--- config.mk ---
export PLATFORM = sky130hd
export DESIGN_NAME = serial_sub_flat
export DESIGN_NICKNAME = d
export VERILOG_FILES = /design/src/rtl/serial_arith_pkg.sv /design/src/rtl/serial_sub_if.sv /design/src/rtl/serial_sub_full_sub_bit.sv /design/src/rtl/serial_sub.sv /design/src/flat_wrapper.sv
export SDC_FILE = /design/constraint.sdc
export NUM_CORES = 1
export LEC_CHECK = 0
export ABC_AREA = 1
export BUFFER_PORTS_ARGS = -buffer_cell sky130_fd_sc_hd__buf_2
export CAP_MARGIN = 5
export CORE_MARGIN = 10
export CORE_UTILIZATION = 55
export CTS_CLUSTER_SIZE = 8
export DETAILED_ROUTE_END_ITERATION = 7
export GPL_TIMING_DRIVEN = 1
export HOLD_SLACK_MARGIN = 0.06
export PLACE_DENSITY = 0.9
export RECOVER_POWER = 25
export SETUP_SLACK_MARGIN = 0.4
export SYNTH_ARGS = -nofsm -noshare
export SYNTH_HDL_FRONTEND = slang
export SYNTH_HIERARCHICAL = 1
export SYNTH_SLANG_ARGS = --single-unit
--- constraint.sdc ---
create_clock -name clk -period 1.76 [get_ports clk]
set_input_delay 0.352 -clock clk [delete_from_list [all_inputs] [get_ports clk]]
set_output_delay 0.352 -clock clk [all_outputs]
set_load 0.005 [all_outputs]
--- src/rtl/serial_arith_pkg.sv ---
// Shared definitions for the bit-serial arithmetic blocks: FSM state
// encoding and a ceiling-log2 helper used to size the bit counter.
package serial_arith_pkg;

  typedef enum logic [1:0] {
    IDLE = 2'd0,
    RUN  = 2'd1,
    DONE = 2'd2
  } state_t;

  // Smallest r with 2**r >= value (0 for value <= 1).
  function automatic int unsigned clog2(input int unsigned value);
    int unsigned r;
    r = 0;
    while ((64'd1 << r) < 64'(value)) r++;
    return r;
  endfunction

endpackage

--- src/rtl/serial_sub_if.sv ---
// Controller <-> serial_sub handshake and result bus.
// Optional SERIAL_SUB_ADDMODE_EN adds the add/subtract mode select.
interface serial_sub_if #(
  parameter int unsigned WIDTH = 8
);
  logic             start;
  logic [WIDTH-1:0] a;
  logic [WIDTH-1:0] b;
`ifdef SERIAL_SUB_ADDMODE_EN
  logic             mode;
`endif
  logic             busy;
  logic             done;
  logic [WIDTH-1:0] diff;
  logic             bout;
  logic             zero;

`ifdef SERIAL_SUB_ADDMODE_EN
  modport master (output start, a, b, mode, input busy, done, diff, bout, zero);
  modport slave  (input start, a, b, mode, output busy, done, diff, bout, zero);
`else
  modport master (output start, a, b, input busy, done, diff, bout, zero);
  modport slave  (input start, a, b, output busy, done, diff, bout, zero);
`endif
endinterface

--- src/rtl/serial_sub_full_sub_bit.sv ---
// One-bit full subtractor cell (combinational).
// With SERIAL_SUB_ADDMODE_EN, mode=1 turns it into a full adder and bo
// becomes the carry-out.
module full_sub_bit (
  input  logic a,
  input  logic b,
  input  logic bin,
`ifdef SERIAL_SUB_ADDMODE_EN
  input  logic mode,
`endif
  output logic d,
  output logic bo
);

  // Sum/difference bit is the same for add and subtract; only the
  // borrow/carry term differs.
  always_comb begin
    d = a ^ b ^ bin;
`ifdef SERIAL_SUB_ADDMODE_EN
    if (mode) bo = (a & b) | ((a ^ b) & bin);
    else      bo = (~a & b) | (~(a ^ b) & bin);
`else
    bo = (~a & b) | (~(a ^ b) & bin);
`endif
  end

endmodule

--- src/rtl/serial_sub.sv ---
// Bit-serial subtractor: one full_sub_bit cell reused over WIDTH cycles,
// LSB first, with a borrow flip-flop between bits.
// Optional macro SERIAL_SUB_ADDMODE_EN adds bus.mode (1 = add).
module serial_sub
  import serial_arith_pkg::*;
#(
  parameter int unsigned WIDTH = 8
) (
  input  logic        clk,
  input  logic        rst_n,
  serial_sub_if.slave bus
);

  localparam int unsigned CW = (clog2(WIDTH) == 0) ? 1 : clog2(WIDTH);

  state_t           state_q, state_d;
  logic [WIDTH-1:0] a_q, b_q, w_q, w_d;
  logic [WIDTH-1:0] diff_q;
  logic             br_q, bout_q, zero_q;
  logic [CW-1:0]    cnt_q;
  logic             last;
  logic             cell_d, cell_bo;
`ifdef SERIAL_SUB_ADDMODE_EN
  logic             mode_q;
`endif

  full_sub_bit u_cell (
    .a    (a_q[0]),
    .b    (b_q[0]),
    .bin  (br_q),
`ifdef SERIAL_SUB_ADDMODE_EN
    .mode (mode_q),
`endif
    .d    (cell_d),
    .bo   (cell_bo)
  );

  // Working word with the new bit entering at the MSB; last-bit detect.
  always_comb begin
    w_d  = (w_q >> 1) | (WIDTH'(cell_d) << (WIDTH - 1));
    last = (cnt_q == CW'(WIDTH - 1));
  end

  // State register.
  always_ff @(posedge clk or negedge rst_n) begin
    if (!rst_n) state_q <= IDLE;
    else        state_q <= state_d;
  end

  // Next-state logic.
  always_comb begin
    state_d = state_q;
    case (state_q)
      IDLE:    if (bus.start) state_d = RUN;
      RUN:     if (last) state_d = DONE;
      DONE:    state_d = IDLE;
      default: state_d = IDLE;
    endcase
  end

  // Datapath: operand load, per-bit shift, result capture on the last bit.
  always_ff @(posedge clk or negedge rst_n) begin
    if (!rst_n) begin
      a_q    <= '0;
      b_q    <= '0;
      w_q    <= '0;
      br_q   <= 1'b0;
      cnt_q  <= '0;
      diff_q <= '0;
      bout_q <= 1'b0;
      zero_q <= 1'b0;
`ifdef SERIAL_SUB_ADDMODE_EN
      mode_q <= 1'b0;
`endif
    end else begin
      case (state_q)
        IDLE: begin
          if (bus.start) begin
            a_q   <= bus.a;
            b_q   <= bus.b;
            br_q  <= 1'b0;
            cnt_q <= '0;
`ifdef SERIAL_SUB_ADDMODE_EN
            mode_q <= bus.mode;
`endif
          end
        end
        RUN: begin
          a_q   <= a_q >> 1;
          b_q   <= b_q >> 1;
          w_q   <= w_d;
          br_q  <= cell_bo;
          cnt_q <= cnt_q + 1'b1;
          if (last) begin
            diff_q <= w_d;
            bout_q <= cell_bo;
            zero_q <= (w_d == '0);
          end
        end
        default: ;
      endcase
    end
  end

  // Outputs: all driven from registers only.
  always_comb begin
    bus.busy = (state_q == RUN);
    bus.done = (state_q == DONE);
    bus.diff = diff_q;
    bus.bout = bout_q;
    bus.zero = zero_q;
  end

endmodule

--- src/flat_wrapper.sv ---
// flat-port wrapper written by rule: the top's interface ports become plain ports
module serial_sub_flat import serial_arith_pkg::*;
#(
  parameter int unsigned WIDTH = 8
)
  (clk, rst_n, bus_start, bus_a, bus_b, bus_busy, bus_done, bus_diff, bus_bout, bus_zero);
  serial_sub_if #(.WIDTH(WIDTH)) bus_i ();
  input  logic clk;
  input  logic rst_n;
  input wire logic [$bits(bus_i.start)-1:0] bus_start;
  input wire logic [$bits(bus_i.a)-1:0] bus_a;
  input wire logic [$bits(bus_i.b)-1:0] bus_b;
  output wire logic [$bits(bus_i.busy)-1:0] bus_busy;
  output wire logic [$bits(bus_i.done)-1:0] bus_done;
  output wire logic [$bits(bus_i.diff)-1:0] bus_diff;
  output wire logic [$bits(bus_i.bout)-1:0] bus_bout;
  output wire logic [$bits(bus_i.zero)-1:0] bus_zero;
  assign bus_i.start = bus_start;
  assign bus_i.a = bus_a;
  assign bus_i.b = bus_b;
  assign bus_busy = bus_i.busy;
  assign bus_done = bus_i.done;
  assign bus_diff = bus_i.diff;
  assign bus_bout = bus_i.bout;
  assign bus_zero = bus_i.zero;
  serial_sub #(.WIDTH(WIDTH)) u_core (.clk(clk), .rst_n(rst_n), .bus(bus_i));
endmodule
Yosys cells after proc, flatten, opt, wreduce, memory -nomap -nowiden:

Index checks and enable logic that the tools add are counted.

* bitwise gates (word level): 8
* reductions and logical operators: 6
* add/sub/neg operators: 1
* equality and inequality tests: 5
* multiplexer cells: 11

Operators by type and width (number)
* $pmux 8 s2: 2
* $mux 8: 2
* $logic_not 8->1: 1
* $or 7x8->8: 1
* $pmux 3 s2: 1
* $reduce_and 2->1: 3
* $mux 2: 2
* $pmux 2 s2: 1
* $add 3x1->3 const B: 1
* $eq 3x3->1 const B: 1
* $mux 3: 1
* $and 1x1->1: 2
* $eq 2x1->1 const B: 1
* $eq 2x2->1 const B: 1
* $logic_not 2->1: 1
* $ne 2x1->1 const B: 1
* $ne 2x2->1 const B: 1
* $not 1->1: 2
* $pmux 1 s2: 1
* $reduce_bool 2->1: 1
* $xor 1x1->1: 2
* $mux 1: 1
* $or 1x1->1: 1

* bits of input ports: 19
* output and inout port bits: 12
* logic and storage cells: 40
* register bits: 40

Longest topological paths before layout:

Gate-level depths: netlist (run 1).

* depth after elaboration: 5
* gate-level depth with buffers: 7
* depth with buffers taken out: 7

Cells and area by module:

The synthesis (run 1) kept the hierarchy.

Modules (own cells, without submodules)
* serial_sub: cells each 223, times used 1, area an instance 1834.3 µm²
* full_sub_bit: cells each 4, times used 1, area an instance 31.3 µm²

Worst setup path after synthesis (run 1):

No wires, ideal clock.

* path type: reg2reg
* start: register u_core.a_q[0]
* end: register u_core.zero_q, in the netlist u_core/bus.zero
* data arrival time: 1.192 ns
* setup slack: 0.503 ns
* data required time: 1.695 ns
* period minus slack after synthesis: 1.257 ns
* cell stages (with the launch flop): 7
* cell sequence: dfrtp_1 -> fa_1 -> nor2_1 -> nand2_1 -> nor2_1 -> nand2_1 -> nand2_1

* word-level cells in the longest chain between the ends: 4

Ends and longest elaborated chain
* start, declared: RTL line serial_sub.sv:17 `logic [WIDTH-1:0] a_q, b_q, w_q, w_d;`
* start signal, assigned: RTL line serial_sub.sv:79 `a_q <= bus.a;`
* start signal, assigned: RTL line serial_sub.sv:89 `a_q <= a_q >> 1;`
* $xor 1x1->1 (2 in series): RTL line serial_sub_full_sub_bit.sv:18 `d = a ^ b ^ bin;`
* named net u_core.cell_d: RTL line serial_sub.sv:22 `logic cell_d, cell_bo;`
* $or 7x8->8: RTL line serial_sub.sv:40 `w_d = (w_q >> 1) | (WIDTH'(cell_d) << (WIDTH - 1));`
* $logic_not 8->1: RTL line serial_sub.sv:97 `zero_q <= (w_d == '0);`
* end signal, assigned: RTL line serial_sub.sv:97
* end, declared: RTL line serial_sub.sv:19 `logic br_q, bout_q, zero_q;`

The timed path passes the listed nets, and every way through them passes these cells.
A chain may end at the register's enable or synchronous reset.

Worst setup path after layout (run 1):

* start: register u_core.state_q[1]
* end: output bus_done

* word-level cells in the longest chain between the ends: 1

Ends and longest elaborated chain
* start, declared: RTL line serial_sub.sv:16 `state_t state_q, state_d;`
* start signal, assigned: RTL line serial_sub.sv:47 `else state_q <= state_d;`
* $eq 2x2->1: RTL line serial_sub.sv:108 `bus.done = (state_q == DONE);`
* end, declared: RTL line flat_wrapper.sv:14 `output wire logic [$bits(bus_i.done)-1:0] bus_done;`

Every way passes these cells.

==> results of run 1 <==
[synthesized netlist by cell type, drive strengths merged]
master	n
nand2	90
nor2	7
clkbuf	1
ha	2
dfrtp	39
buf	8
fa	1
a21oi	2
nand3	16
inv	43
o21ai	18
[layer usage]
| layer | vias to the layer above | share of wire (%) | wire length [microns] | GRT usage [%] |
|---|---|---|---|---|
| met5 | - | 0 | 0 | 0 |
| met4 | 0 | 1.1 | 41 | 5.38 |
| met3 | 4 | 3.4 | 134 | 2.73 |
| met2 | 43 | 54 | 2110 | 23.4 |
| met1 | 741 | 41 | 1610 | 15.0 |
| li1 | 758 | - | - | - |
[worst max-delay path: stages (launching register included)]
cell	delay, ns
dfrtp_1	0.40
inv_2	0.12
buf_6	0.12
nor2_2	0.03
buf_2	0.13
[registers in the layout, summed over array words and instances (netlist names)]
register	flops
u_core/a_q	8
u_core/w_q	7
u_core/state_q	2
u_core/bus.bout	1
u_core/bus.diff	8
u_core/br_q	1
u_core/cnt_q	3
u_core/b_q	8
u_core/bus.zero	1
[cells by family after synthesis]
family / after synthesis / synth area share [%]
flops: 39 / 52.3
compound gates: 20 / 6.98
simple gates: 113 / 25.0
buf+inv: 52 / 13.3
fa+ha+maj: 3 / 2.41
[cell type report]
class	count	area [sq um]	area share, %
Tap cell	46	57.6	2.56
Multi-Input combinational cell	136	662	29.5
Clock inverter	2	35.0	1.56
Inverter	43	174	7.74
Sequential cell	39	977	43.5
Timing Repair Buffer	43	290	12.9
Clock buffer	6	51.3	2.28
[where the power goes]
part           leakage, nW  internal (mW)  switching, mW
Sequential           0.482           1.32          0.251
Clock               0.0482          0.336          0.277
Combinational        0.754          0.739           1.06
Total                 1.28           2.39           1.59
[worst min path at each step]
stage | from | cells after the start | end
after floorplan | rst_n | 0 | u_core/a_q[0]
after global placement | rst_n | 2 | u_core/b_q[4]
after detailed placement | rst_n | 2 | u_core/b_q[4]
after CTS | bus_b[7] | 3 | u_core/b_q[7]
after global routing | bus_b[7] | 3 | u_core/b_q[7]
final | bus_b[7] | 3 | u_core/b_q[7]
[through the flow]
step | utilization [%] | setup slack, ns | area, sq um
global route | 67.9 | 0.159 | 2250
floorplan | - | 0.503 | 1870
finish | 67.9 | 0.294 | 2250
detailed placement | 60.7 | 0.371 | 2010
CTS | 66.9 | 0.280 | 2210
global placement | 60.7 | 0.428 | 2010
[repair_timing]
| action | CTS | global route |
|---|---|---|
| hold endpoints to repair | 12 | 0 |
| setup endpoints to repair | 4 | 21 |
| setup buffers | 8 | 1 |
| hold buffers | 1 | 0 |
| gates resized for setup | 7 | 8 |
| pin swaps | 2 | 6 |
| cloned | 0 | 0 |
[cell usage in the layout, fill, tap and decap left out, types with 4 or more instances in the layout]
cell	netlist	layout
o21ai_2	8	8
buf_4	2	6
nand3_1	16	16
buf_2	0	29
buf_6	6	4
clkbuf_4	0	5
nor2_1	7	6
o21ai_0	10	10
nand2_1	87	87
inv_1	40	39
dfrtp_1	39	38
==> impl_metrics.json, run 1 <==
{
  "synth.net_count": 249,
  "dr.pass1.iters": 4,
  "io_pins": 31,
  "root_buffer": "clkbuf_4",
  "arrival_ns": 1.11,
  "hold_slack_ns": 0.242,
  "power_mw": 3.98,
  "drc_errors": 0,
  "rrSetupSlack_ns": 0.38,
  "hold_class": "in2reg",
  "r2r_start": "u_core/br_q",
  "port_buffers": 30,
  "fin_crit_ns": 1.47,
  "synth_area_leader_cell": "dfrtp_1",
  "synth_top_area_share_pct": 52.3,
  "grt_max_degree": 40,
  "synth_cells": 227,
  "dp_hpwl_microns": 2540,
  "cts_max_level": 2,
  "worst_ep_required_time_ns": 1.41,
  "core_area_sq_um": 3310,
  "vias_per_cell": 4.91,
  "dieArea_sq_um": 6120,
  "synth.cell_area_sq_um": 1870,
  "ant_nets": 0,
  "gp_congestion": 0.768,
  "grt_pass1_vias": 1548,
  "dr.first_iter.drc_count": 134,
  "maxCapViolCount": 0,
  "layoutNonFillerInstCount": 315,
  "yosysUniqueCellTypes": 15,
  "grt_pass1_wl_microns": 6710,
  "power.density_nw_per_um2": 1770,
  "fill_cells": 247,
  "finalHoldViolCount": 0,
  "clk_pin_slew_ns": 0.12,
  "ctsLongestPathBuffers": 2,
  "grt_util_all_layers_pct": 13.2,
  "cp-end-kind": "primary output",
  "worstRegToRegCells": 7,
  "vias": 1546,
  "clock_sinks": 39,
  "wire_per_inst_microns": 12.4,
  "area_growth_pct": 20.5,
  "drive_gt1_share_pct": 24.9,
  "postSynthAreaPerCell_sq_um": 8.22,
  "ys_seq_area_share_pct": 52.3,
  "critPathKind": "reg2out",
  "tns_ns": 0,
  "drt-total-wl_microns": 3900,
  "timing.fmax_mhz": 682,
  "die_y_microns": 78.2,
  "setup_viol_count_final": 0,
  "worstMarginPinSlew_ns": 0.910,
  "outcome": "complete, no violations",
  "cts_tree": "built",
  "diodes": 0,
  "die_w_microns": 78.2,
  "start_kind": "flop",
  "skew_ns": 0.0115,
  "r2r_end": "u_core/bus.zero",
  "yosys-top-cells-area": "dfrtp_1 (52%), nand2_1 (18%), inv_1 (8.0%), nand3_1 (4.3%), o21ai_2 (3.8%)",
  "ys_ff_latch": 39,
  "leakage_nw": 1.28,
  "antenna_found_initial": 0,
  "drv_slew": 0,
  "crit_fanout": 2,
  "clock_latency_ns": 0.33,
  "layout_worst_path_cycle_share_pct": 83.3,
  "max_slew_margin_pct": 39.4,
  "placed_cells": 297,
  "overflow": 0,
  "yosysWarnings": 6,
  "nNetsFinal": 290,
  "rows": 21,
  "critPathCapture": "bus_done",
  "rsz0062_at_grt": "yes",
  "initial_core_util_pct": 56.3,
  "irDropWorstVdd_mv": 0.829,
  "cts_buffers": 5,
  "cp-startpoint": "u_core/state_q[1]"
}
No activity file was read; power rests on OpenSTA's default activity.
==> inputs of run 2 (changes only) <==
--- a/config.mk
+++ b/config.mk
@@ -5,11 +5,11 @@
 export SDC_FILE = /design/constraint.sdc
 export NUM_CORES = 1
 export LEC_CHECK = 0
-export ABC_AREA = 1
+export ABC_AREA = 0
 export BUFFER_PORTS_ARGS = -buffer_cell sky130_fd_sc_hd__buf_2
 export CAP_MARGIN = 5
 export CORE_MARGIN = 10
-export CORE_UTILIZATION = 55
+export CORE_UTILIZATION = 54
 export CTS_CLUSTER_SIZE = 8
 export DETAILED_ROUTE_END_ITERATION = 7
 export GPL_TIMING_DRIVEN = 1
==> constraint.sdc (replaced) <==
create_clock -name clk -period 1.46 [get_ports clk]
set_input_delay 0.292 -clock clk [delete_from_list [all_inputs] [get_ports clk]]
set_output_delay 0.292 -clock clk [all_outputs]
set_load 0.005 [all_outputs]
==> impl_metrics.json, run 2 <==
{
  "outcome": "finished, violations left",
  "violations": "setup timing",
  "worstMarginPinSlew_ns": 0.472,
  "critPathSlowestCell": "dfrtp_1",
  "grt_util_all_layers_pct": 16.9,
  "slowest_delay_ns": 0.42,
  "tns_ns": -0.699,
  "synth_common_cells": "dfrtp_1 (39), mux2_2 (17), nand2_1 (16), mux2i_1 (14), o21ai_1 (13)",
  "critPathKind": "reg2reg",
  "cp-end-kind": "flop",
  "clk_pin_slew_ns": 0.11,
  "port_buffers": 30,
  "synth-edff-count": 0,
  "area_growth_pct": 58.4,
  "leakage_nw": 1.43,
  "antenna_found_initial": 0,
  "synth_most_common_cell": "dfrtp_1",
  "nNetsFinal": 219,
  "rsz0062_at_grt": "yes",
  "setup_viol_count_final": 11,
  "diodes": 0,
  "layout_commonest_cell": "dfrtp_1",
  "setup_slack_ns": -0.0874,
  "yosysUniqueCellTypes": 22,
  "power.density_nw_per_um2": 2300,
  "postSynthAreaPerCell_sq_um": 13.0,
  "critPathBufInv": 1,
  "io_pins": 31,
  "cts_max_level": 2,
  "cts_buffers": 5,
  "synth.cell_area_sq_um": 1670,
  "vias_per_cell": 5.71,
  "hold_slack_ns": 0.149,
  "synth_flop_cell": "dfrtp_1",
  "hold_class": "in2reg",
  "ys_ff_latch": 39,
  "met2_usage_pct": 32.1,
  "core_area_sq_um": 3000,
  "use_met1_pct": 17.6,
  "dr.first_iter.drc_count": 90,
  "ys_async_sr_fraction_pct": 100,
  "crit_family": "flip-flops",
  "gp_congestion": 0.791,
  "layout_worst_path_cycle_share_pct": 106,
  "synth_top_area_share_pct": 58.5,
  "fill_cells": 131,
  "grt_pass1_wl_microns": 7250,
  "synth_area_leader_cell": "dfrtp_1",
  "worst_ep_required_time_ns": 1.70,
  "maxCapViolCount": 0,
  "max_slew_margin_pct": 68.5,
  "ant_nets": 0,
  "rows": 20,
  "drive_gt1_share_pct": 64.5,
  "clock_sinks": 39,
  "clock_latency_ns": 0.36,
  "vias": 1313,
  "root_buffer": "clkbuf_4",
  "die_w_microns": 75.6,
  "die_y_microns": 75.6,
  "dr.pass1.iters": 4,
  "grt_pass1_vias": 1504,
  "start_kind": "flop",
  "busiest_layer": "met2",
  "irDropWorstVdd_mv": 1.40,
  "synth.net_count": 150,
  "yosysWarnings": 6,
  "drt-total-wl_microns": 4840,
  "cts_tree": "built",
  "layout_common_cells": "dfrtp_1 (38), buf_2 (28), buf_4 (17), mux2_4 (17)",
  "dp_hpwl_microns": 2310,
  "drc_errors": 0,
  "crit_chain": "ha_2, ha_4, nand3b_1, buf_6, mux2_4",
  "grt_max_degree": 23,
  "ctsLongestPathBuffers": 2,
  "finalHoldViolCount": 0,
  "use_met3_pct": 4.43,
  "arrival_ns": 1.79,
  "timing.fmax_mhz": 646,
  "ys_seq_area_share_pct": 58.5,
  "dieArea_sq_um": 5710,
  "synth_cells": 128,
  "fin_crit_ns": 1.55,
  "yosys-top-cells-area": "dfrtp_1 (58%), mux2_2 (11%), mux2i_1 (8.4%), o21ai_1 (3.9%), nand2_1 (3.6%)",
  "wire_per_inst_microns": 21.0,
  "initial_core_util_pct": 55.6,
  "overflow": 0,
  "skew_ns": 0.0104,
  "drv_slew": 0,
  "crit_fanout": 7
}
run 2: logic make-up (layout without fill, tap and decap cells):
kind of cell,Yosys count,after routing,synth area share [%]
AOI/OAI and AO/OA,22,22,8.32
muxes,31,31,19.9
buffers and inverters,11,80,4.42
adders and majority gates,3,3,2.70
DFF,39,39,58.5
and+or+nand+nor,22,22,6.22
run 2: path summary, 6_finish.rpt:
path	slack [ns]	endpoint	from	depth (start not counted)
max	-0.09	u_core/bus.diff[7]	u_core/cnt_q[1]	5
min	0.15	u_core/a_q[7]	bus_a[7]	2
max reg2reg	-0.09	u_core/bus.diff[7]	u_core/cnt_q[1]	5
min reg2reg	0.53	u_core/a_q[7]	u_core/a_q[7]	1
max in group asynchronous	0.57	u_core/a_q[4]	rst_n	3
min in group asynchronous	0.41	u_core/bus.diff[1]	rst_n	2
run 2: stage by stage:
step / worst slack, ns / util, % / total power [mW] / area, sq um / instances
floorplan: 0.0441 / - / 3.19 / 1720 / 128
global placement: 0.0300 / 63.9 / 3.53 / 1920 / 189
detailed placement: -0.0210 / 63.9 / 3.68 / 1920 / 189
CTS: -0.0240 / 81.6 / 5.44 / 2450 / 223
global route: -0.138 / 88.0 / 6.42 / 2640 / 230
finish: -0.0874 / 88.0 / 6.08 / 2640 / 230
run 2: layout make-up:
cell class	instances	area (sq um)	area share [%]
clock buffers	6	51.3	1.94
clock inverters	1	5.00	0.189
inverters	4	15.0	0.568
multi-input cells	78	858	32.5
flip-flops and latches	39	977	37.0
well taps	33	41.3	1.56
repair buffers	69	696	26.3
run 2: per-layer routing:
layer	vias up	part of all wire, %
met1	669	37
met2	44	56
li1	587	-
met5	-	0
met3	13	5.2
met4	0	2.4
run 2: power breakdown:
group | total, mW | internal, mW | switching [mW]
logic | 3.48 | 2.17 | 1.31
registers | 2.02 | 1.58 | 0.445
clock network | 0.582 | 0.223 | 0.359
run 2: what timing repair did:
item / CTS / global route
gates resized for setup: 45 / 26
endpoints found under the setup margin: 49 / 51
gates cloned: 5 / 1
pin swaps: 11 / 10
hold endpoints to repair: 17 / 0
hold buffers: 1 / 0
setup buffers: 21 / 6
==> inputs of run 3 (changes only) <==
--- a/config.mk
+++ b/config.mk
@@ -8,13 +8,13 @@
 export ABC_AREA = 0
 export BUFFER_PORTS_ARGS = -buffer_cell sky130_fd_sc_hd__buf_2
 export CAP_MARGIN = 5
-export CORE_MARGIN = 10
-export CORE_UTILIZATION = 54
+export CORE_MARGIN = 1.5
+export CORE_UTILIZATION = 49
 export CTS_CLUSTER_SIZE = 8
 export DETAILED_ROUTE_END_ITERATION = 7
 export GPL_TIMING_DRIVEN = 1
 export HOLD_SLACK_MARGIN = 0.06
-export PLACE_DENSITY = 0.9
+export PLACE_DENSITY = 0.87
 export RECOVER_POWER = 25
 export SETUP_SLACK_MARGIN = 0.4
 export SYNTH_ARGS = -nofsm -noshare
==> constraint.sdc (replaced) <==
create_clock -name clk -period 1.3 [get_ports clk]
set_input_delay 0.26 -clock clk [delete_from_list [all_inputs] [get_ports clk]]
set_output_delay 0.26 -clock clk [all_outputs]
set_load 0.005 [all_outputs]
==> impl_metrics.json, run 3 (synthesized netlist as in run 2, its figures left out) <==
{
  "rsz0062_at_grt": "yes",
  "power.density_nw_per_um2": 2520,
  "hp-start": "bus_b[7]",
  "grt_util_all_layers_pct": 21.6,
  "dp_hpwl_microns": 2160,
  "critPathSlowestCell": "dfrtp_1",
  "area_growth_pct": 52.2,
  "leakage_nw": 1.31,
  "layout_commonest_cell": "dfrtp_1",
  "antenna_found_initial": 0,
  "crit_chain": "ha_2, ha_4, nand3b_1, buf_6, mux2_4",
  "cp-end-kind": "flop",
  "worst_ep_required_time_ns": 1.54,
  "diodes": 0,
  "slowest_delay_ns": 0.40,
  "critPathKind": "reg2reg",
  "die_w_microns": 61.4,
  "final_cell_area_sq_um": 2540,
  "grt_pass1_vias": 1303,
  "power_mw": 6.40,
  "clock_sinks": 39,
  "overflow": 0,
  "hold_slack_ns": 0.120,
  "cts_buffers": 5,
  "fin_crit_ns": 1.49,
  "outcome": "finished, violations left",
  "drc_errors": 0,
  "core_area_sq_um": 3310,
  "drt-total-wl_microns": 3900,
  "maxCapViolCount": 0,
  "dieArea_sq_um": 3770,
  "placed_area_sq_um": 1960,
  "crit_fanout": 7,
  "wl_met3_microns": 132,
  "setup_viol_count_final": 38,
  "critPathBufInv": 1,
  "start_kind": "flop",
  "root_buffer": "clkbuf_4",
  "drv_slew": 0,
  "layout_worst_path_cycle_share_pct": 114,
  "nNetsFinal": 223,
  "wire_per_inst_microns": 15.7,
  "wl_met1_microns": 1610,
  "dr.pass1.iters": 4,
  "violations": "setup timing",
  "max_slew_margin_pct": 67.9,
  "io_pins": 31,
  "gp_congestion": 0.751,
  "top_layer_used": "met4",
  "irDropWorstVdd_mv": 1.25,
  "multi_input_area_sq_um": 748,
  "die_y_microns": 61.4,
  "grt_pass1_wl_microns": 5810,
  "clock_latency_ns": 0.35,
  "seq_area_sq_um": 977,
  "utilization_pct": 76.7,
  "wl_met2_microns": 2060,
  "crit_family": "flip-flops",
  "vias": 1264,
  "drive_gt1_share_pct": 55.9,
  "hold_class": "in2reg",
  "fill_cells": 225,
  "cp-startpoint": "u_core/cnt_q[1]",
  "worstMarginPinSlew_ns": 0.481,
  "clk_pin_slew_ns": 0.11,
  "dr.first_iter.drc_count": 38,
  "ant_nets": 0,
  "vias_per_cell": 5.10,
  "r2r_start": "u_core/cnt_q[1]",
  "cts_tree": "built",
  "finalHoldViolCount": 0,
  "ctsLongestPathBuffers": 2,
  "setup_slack_ns": -0.185,
  "initial_core_util_pct": 50.4,
  "arrival_ns": 1.72,
  "timing.fmax_mhz": 673,
  "skew_ns": 0.0100,
  "port_buffers": 30,
  "grt_max_degree": 23,
  "layout_common_cells": "dfrtp_1 (38), buf_2 (28), buf_4 (20)",
  "rows": 21,
  "cts_max_level": 2
}
-- run 3: changes by cell type in the layout (fill, tap and decap cells not counted), sizes merged --
cell / delta
clkinv: -1
buf: +4
bufbuf: +1
clkbuf: +1
-- run 3: report_power, final --
part / switching (mW) / total [mW] / internal [mW]
Combinational: 1.20 / 3.50 / 2.30
Clock: 0.397 / 0.716 / 0.319
Sequential: 0.411 / 2.18 / 1.77
-- run 3: layout make-up --
| cell class | instances | area share (%) |
|---|---|---|
| multi-input cells | 78 | 29.5 |
| repair buffers | 73 | 26.5 |
| flip-flops and latches | 39 | 38.5 |
| inverters | 4 | 0.591 |
| clock buffers | 8 | 2.71 |
| well taps | 46 | 2.27 |
-- run 3: final timing paths --
path | slack, ns | cells after the start | endpoint
setup / recovery | -0.19 | 5 | u_core/bus.diff[4]
hold / removal | 0.12 | 2 | u_core/b_q[7]
setup reg to reg | -0.19 | 5 | u_core/bus.diff[4]
hold reg to reg | 0.50 | 2 | u_core/a_q[3]
max in group asynchronous | 0.40 | 3 | u_core/b_q[6]
min in group asynchronous | 0.40 | 2 | u_core/state_q[0]
-- run 3: metal layers --
layer | up-vias | GRT usage, %
met3 | 12 | 5.67
met2 | 36 | 36.9
met1 | 620 | 25.2
li1 | 596 | -
met4 | 0 | 10.6
met5 | - | 0
-- run 3: through the flow --
step	cells	setup WS (ns)	setup TNS [ns]
after floorplan	128	-0.116	-0.811
after global placement	207	-0.129	-1.14
after detailed placement	207	-0.163	-1.44
after CTS	238	-0.171	-2.09
after global routing	248	-0.251	-5.63
final	248	-0.185	-3.46
-- run 3: timing repair --
item,CTS,global route
gates cloned,5,0
pin swaps,3,10
hold buffers,1,0
hold endpoints to repair,17,0
setup endpoints to repair,51,67
resized for setup,35,18
buffers inserted,17,10
